**src/rtl/pipeline_mem_arbiter.sv**
```systemverilog
// pipeline_mem_arbiter: responder side of the pipeline memory handshake.
// Arbitrates instruction fetches and data accesses onto one fixed-latency
// single-port RAM and returns ihit/dhit completion strobes with load data.
module pipeline_mem_arbiter #(
  parameter int unsigned RAM_LAT = 2,
  parameter int unsigned CNT_W   = 4
) (
  input  logic        CLK,
  input  logic        RST,
  input  logic        iREN,
  input  logic [31:0] iaddr,
  input  logic        dREN,
  input  logic        dWEN,
  input  logic [31:0] daddr,
  input  logic [31:0] dstore,
  output logic        ihit,
  output logic        dhit,
  output logic [31:0] iload,
  output logic [31:0] dload,
  output logic        ramREN,
  output logic        ramWEN,
  output logic [31:0] ramaddr,
  output logic [31:0] ramstore,
  input  logic [31:0] ramload
);

  typedef enum logic [1:0] {
    IDLE  = 2'd0,
    IBUSY = 2'd1,
    DBUSY = 2'd2
  } state_t;

  localparam logic [CNT_W-1:0] LAT_C = CNT_W'(RAM_LAT);
  localparam logic [CNT_W-1:0] ONE_C = CNT_W'(1);

  state_t           state_q, state_d;
  logic [CNT_W-1:0] cnt_q, cnt_d;
  logic [31:0]      lat_addr_q, lat_addr_d;
  logic             last_cycle;

  // The access has spent its full latency once the counter reaches RAM_LAT.
  assign last_cycle = (cnt_q == LAT_C);

  // State, latency counter and latched address; reset discards any in-flight access.
  always_ff @(posedge CLK or posedge RST) begin
    if (RST) begin
      state_q    <= IDLE;
      cnt_q      <= '0;
      lat_addr_q <= '0;
    end else begin
      state_q    <= state_d;
      cnt_q      <= cnt_d;
      lat_addr_q <= lat_addr_d;
    end
  end

  // Next-state and output decode; data wins in IDLE, aborts and redirects beat the hit.
  always_comb begin
    state_d    = state_q;
    cnt_d      = cnt_q;
    lat_addr_d = lat_addr_q;
    ihit       = 1'b0;
    dhit       = 1'b0;
    iload      = '0;
    dload      = '0;
    ramREN     = 1'b0;
    ramWEN     = 1'b0;
    ramaddr    = '0;
    ramstore   = '0;

    case (state_q)
      IDLE: begin
        if (dREN || dWEN) begin
          state_d    = DBUSY;
          lat_addr_d = daddr;
          cnt_d      = ONE_C;
        end else if (iREN) begin
          state_d    = IBUSY;
          lat_addr_d = iaddr;
          cnt_d      = ONE_C;
        end
      end

      IBUSY: begin
        ramREN  = 1'b1;
        ramaddr = lat_addr_q;
        if (!iREN) begin
          state_d = IDLE;
          cnt_d   = '0;
        end else if (iaddr != lat_addr_q) begin
          lat_addr_d = iaddr;
          cnt_d      = ONE_C;
        end else if (last_cycle) begin
          ihit    = 1'b1;
          iload   = ramload;
          state_d = IDLE;
          cnt_d   = '0;
        end else begin
          cnt_d = cnt_q + ONE_C;
        end
      end

      DBUSY: begin
        ramaddr  = lat_addr_q;
        ramWEN   = dWEN;
        ramREN   = dREN & ~dWEN;
        ramstore = dstore;
        if (!(dREN || dWEN)) begin
          state_d = IDLE;
          cnt_d   = '0;
        end else if (last_cycle) begin
          dhit    = 1'b1;
          dload   = ramload;
          state_d = IDLE;
          cnt_d   = '0;
        end else begin
          cnt_d = cnt_q + ONE_C;
        end
      end

      default: begin
        state_d = IDLE;
        cnt_d   = '0;
      end
    endcase
  end

endmodule
```
**config.mk**
```make
export PLATFORM = sky130hd
export DESIGN_NAME = pipeline_mem_arbiter
export DESIGN_NICKNAME = d
export VERILOG_FILES = /design/src/rtl/pipeline_mem_arbiter.sv
export SDC_FILE = /design/constraint.sdc
export NUM_CORES = 1
export LEC_CHECK = 0
export CAP_MARGIN = 20
export CORE_MARGIN = 2
export CORE_UTILIZATION = 35
export CTS_CLUSTER_SIZE = 10
export DETAILED_ROUTE_END_ITERATION = 10
export PLACE_DENSITY = 0.85
export RECOVER_POWER = 50
export SLEW_MARGIN = 30
export SYNTH_ARGS = -nofsm -noshare
export SYNTH_HDL_FRONTEND = slang
export SYNTH_SLANG_ARGS = --single-unit
```
**constraint.sdc**
```tcl
create_clock -name CLK -period 3.6 [get_ports CLK]
set_input_delay 0.72 -clock CLK [delete_from_list [all_inputs] [get_ports CLK]]
set_output_delay 0.72 -clock CLK [all_outputs]
set_load 0.02 [all_outputs]
```
* After elaboration in Yosys (flattened, before gate mapping)
Index checks and enable logic that the tools add are counted.
** Word-level totals
- Memories kept :: 0
- Logic and storage cells :: 55
- Output and inout bits :: 132
- RAM bits :: 0
- Bits in read-only memories :: 0
- Register bits :: 38
- Bits in latches :: 0
** Cells by class
- Shifts and indexed selects :: 0
- Mux-type cells :: 35
- $mul :: 0
- Bitwise gates (word level) :: 2
- Reduce and logical (&&, ||, !) cells :: 6
- Order comparisons :: 0
- Div/mod/pow operators :: 0
- $add $sub $neg :: 1
- Equality and inequality tests :: 8
** Operators with widths (number)
- $mux 32 :: 12
- $pmux 32 s2 :: 1
- $ne 32x32->1 :: 1
- $mux 4 :: 6
- $mux 2 :: 6
- $pmux 4 s3 :: 1
- $mux 1 :: 7
- $ne 3x3->1 const B :: 2
- $pmux 2 s3 :: 1
- $add 4x1->4 const B :: 1
- $eq 4x2->1 const B :: 1
- $ne 2x2->1 const B :: 2
- $reduce_and 4->1 :: 1
- $eq 2x1->1 const B :: 1
- $eq 2x2->1 const B :: 1
- $logic_not 2->1 :: 1
- $pmux 1 s2 :: 1
- $reduce_and 2->1 :: 1
- $reduce_bool 2->1 :: 1
- $reduce_or 2->1 :: 1
- $and 1x1->1 :: 1
- $logic_or 1x1->1 :: 1
- $not 1->1 :: 1

* Longest topological paths before layout
- Depth after elaboration :: 5
- Depth in mapped cells :: 8
- Mapped depth without buffers :: 7

* Worst setup path after synthesis
Ideal clock, no wire load.
- Path type :: in2out
- Start :: in iaddr[19]
- End :: out iload[22]
- Data arrival time :: 2.331 ns
- Slack :: 0.549 ns
- Stages on the path :: 7
- Data required time :: 2.880 ns
- Path buffers :: 1
- Cell sequence :: xor2_1 -> nor4_2 -> nand4_2 -> nor3_1 -> and3_1 -> clkbuf_1 -> and2_1
** Between the ends
- Longest elaborated chain between the ends :: 4
** RTL lines
- start: declaration :: line 11 : input logic [31:0] iaddr,
- $ne 32x32->1 :: line 90 : end else if (iaddr != lat_addr_q) begin
- $mux 32 :: line 90
- $mux 32 :: line 87 : if (!iREN) begin
- $mux 32 :: line 71 : case (state_q)
- end: declaration :: line 18 : output logic [31:0] iload,
No other way between the ends.

* Worst setup path after layout
- Start :: in iaddr[18]
- End :: out iload[31]
Same word-level chain as after synthesis.

==> impl_metrics.csv <==
group,metric,value,unit
cells_and_area,num-nets-final,750,
pwr,power_density,684,nW/um^2
cells_and_area,drive_gt1_share,21.1,%
clock_tree,cts.clk_slew.worst_paths,0.08,ns
clock_tree,cts_hold_buf,0,
logic_synthesis,yosysWarnings,0,
setup_path,cp-start-kind,"input pin",
setup_path,critPathLaunch,"iaddr[18]",
pwr,pwr-share-seq,19.4,%
global_route,antenna_found_initial,0,
timing,drv_slew,39,
die,initial_utilization,35.9,%
die,rows,36,
pwr,irDropWorstVdd,0.413,mV
min_path,min_path_type,"flop to flop",
pwr,combPwrFrac,73.4,%
clock_tree,cts.sinks,38,
setup_path,worstPathCellList,"clkdlybuf4s50_1 > xor2_1 > nor4_2 > nand4_2 > nor3_2 > and3_4 > clkbuf_16 > and2_1 > buf_4",
logic_synthesis,synth_top_family_by_area,"simple AND/OR/NAND/NOR gates",
routing,vias_per_cell,4.77,
cells_and_area,diodes,0,
setup_path,crit_required,2.88,ns
logic_synthesis,synthAdderAreaFrac,2.15,%
die,fp.dieW,104,um
min_path,hold_path_depth,1,
pwr,p_leak,2.86,nW
logic_synthesis,synthXorXnorAreaFrac,8.03,%
setup_path,reg2reg_to,"lat_addr_q[3]",
placement,pre_cts_slack,-0.510,ns
logic_synthesis,synth_mux_area_share,23.9,%
routing,vias,3555,
pwr,pwr-share-clk,7.2,%
setup_path,arrival,2.79,ns
pwr,totalPowerFinal,4.34,mW
global_route,gr-usage-all-layers,22.5,%
timing,min_period_over_period,97.5,%
routing,drc,0,
pwr,p_int,2.44,mW
timing,tightest_slew,2.12,ns
timing,max_freq,285,MHz
clock_tree,insertion_delay,0.29,ns
timing,setup_ws,0.0893,ns
logic_synthesis,synth-simple-area-share,30.5,%
timing,tns,0,ns
pwr,p_switching,1.90,mW
logic_synthesis,ys_seq_area_share,27.2,%
die,dieHeight,104,um
setup_path,ff2ff_setup_slack,0.70,ns
die,coreArea,9730,um^2
setup_path,critPathSlowestCell,"clkdlybuf4s50_1",
routing,drt_wl_total,13100,um
run_status,violations,"capacitance limit, slew limit",
clock_tree,cts_buffers,5,
clock_tree,cts_setup_buffers,0,
placement,hpwl,9940,um
pwr,swShare,43.8,%
logic_synthesis,postSynthCellCount,349,
timing,clock_skew,0.00701,ns
min_path,hold_end,"lat_addr_q[5]",
clock_tree,clockRootBuffer,"clkbuf_8",
cells_and_area,mostFrequentLayoutCells,"clkdlybuf4s50_1, and2_1, dfrtp_1",
global_route,grt_max_degree,39,
cells_and_area,design_area,6350,um^2
clock_tree,ctsHtreeMaxLevel,2,
logic_synthesis,synth_compound_area_share,3.76,%
setup_path,critPathKind,"input pin to output port",
setup_path,r2r_start,"lat_addr_q[17]",
timing,fin_crit,3.51,ns
clock_tree,cts_tree,"built",
timing,setup_viol,0,
routing,wire_per_inst,17.5,um
clock_tree,max-clock-path-buffers,2,
logic_synthesis,synth_fp_nets,488,
global_route,grt_pass1_wl,19700,um
setup_path,cp-end-kind,"output port",
min_path,hold_start,"lat_addr_q[5]",
placement,gp_congestion,0.931,
logic_synthesis,synth_cell_types,37,
timing,whs,0.544,ns
run_status,status,"finished, violations left",
routing,firstDrtPassIters,4,
placement,io_buffers,264,
timing,rsz0062_at_grt,"true",
routing,drt_iter0_drc,95,
logic_synthesis,syn-cell-area,3490,um^2
setup_path,r2r_cells,8,
routing,ant_nets,0,
die,die_area,10800,um^2
die,io_pins,265,
global_route,grt_pass1_vias,3762,
logic_synthesis,synth-seq-cells,38,
timing,relSlewSlack,-41.1,%
setup_path,cp_max_fo,8,
cells_and_area,mostFrequentLayoutCell,"clkdlybuf4s50_1",
logic_synthesis,syn_avg_cell_area,10.0,um^2
cells_and_area,fill_cells,813,
placement,placed_cell_area,6300,um^2
timing,hold_violations,0,
setup_path,critical-path-max-stage-delay,0.43,ns
cells_and_area,syn2layout_area_growth,81.7,%
job,max_cap_viol_count,1,
global_route,grt_overflow,0,
[how the worst max path moves through the flow]
stage	to	cells past startpoint
detailed placement	iload[12]	9
floorplan	iload[22]	7
global placement	iload[6]	9
CTS	iload[31]	9
finish	iload[31]	9
global route	iload[31]	9
[area by class of cell]
cell class	instances	area (um^2)	share of cell area [%]
repair buffers	278	2730	43.0
multi-input cells	283	2380	37.6
flip-flops and latches	38	951	15.0
well taps	133	166	2.62
clock buffers	6	82.6	1.30
inverters	5	18.8	0.296
clock inverters	2	12.5	0.197
[worst max-delay path: cells and delay by family]
family,cells,cell delay (ns)
xor gates and xnor gates,1,0.18
and+or+nand+nor,5,1.15
buffers and inverters,3,0.74
[Yosys cell counts, drive strengths merged]
cell | count | share of area, %
and2 | 99 | 18
mux2 | 64 | 24
dfrtp | 38 | 27
and3 | 33 | 5.9
xor2 | 32 | 8.0
clkbuf | 17 | 1.8
nor4 | 9 | 2.3
nand2 | 8 | 0.86
buf | 6 | 2.1
ha | 6 | 2.1
inv | 5 | 0.54
nor2 | 4 | 0.43
a21oi | 3 | 0.75
o21ai | 3 | 0.43
nand2b | 2 | 0.36
nor3b | 2 | 0.43
o211ai | 2 | 0.43
or2 | 2 | 0.36
a211o | 1 | 0.29
a32o | 1 | 0.29
and3b | 1 | 0.25
nand3 | 1 | 0.14
nand3b | 1 | 0.22
nand4 | 1 | 0.36
nor2b | 1 | 0.18
nor3 | 1 | 0.14
nor4b | 1 | 0.68
o2111ai | 1 | 0.25
o21a | 1 | 0.22
o221ai | 1 | 0.25
o2bb2ai | 1 | 0.25
o31ai | 1 | 0.61
[per-layer routing]
layer  vias up  GRT usage (%)  part of all wire [%]
met5         -              0                     0
met4         0           6.08                   2.1
met3        21           4.82                   6.2
met2       140           42.2                    50
met1      1681           25.7                    41
li1       1713              -                     -
[power groups by stage]
| stage | Combinational [mW] | Sequential [mW] | Clock [mW] |
|---|---|---|---|
| 6_report | 3.19 | 0.841 | 0.312 |
| 5_1_grt | 3.40 | 0.876 | 0.341 |
| 3_3_place_gp | 3.30 | 0.833 | 0 |
| 4_1_cts | 3.36 | 0.844 | 0.320 |
| 3_5_place_dp | 3.33 | 0.846 | 0 |
| 2_1_floorplan | 2.16 | 0.794 | 0 |
[stage by stage]
stage	utilization, %	std cells
global route	65.2	745
CTS	66.2	742
floorplan	-	349
global placement	64.8	734
finish	65.2	745
detailed placement	64.8	734
[cell families after synthesis]
| group | after synthesis |
|---|---|
| XOR/XNOR | 32 |
| AND/OR/NAND/NOR | 166 |
| AO/OA/AOI/OAI | 15 |
| flip-flops | 38 |
| multiplexers | 64 |
| adder cells (fa/ha/maj) | 6 |
| buffers and inverters | 28 |
[sequential cells by signal, indices dropped and copies added, names as in the netlist]
name        cells
cnt_q           4
lat_addr_q     32
state_q         2
[repair_timing]
| item | CTS | global route |
|---|---|---|
| gates cloned | 0 | 3 |
| endpoints found under the setup margin | 33 | 33 |
| hold endpoints to repair | 0 | 0 |
| gates resized for setup | 98 | 71 |
| pin swaps | 2 | 8 |
(Power assumes the default switching activity.)
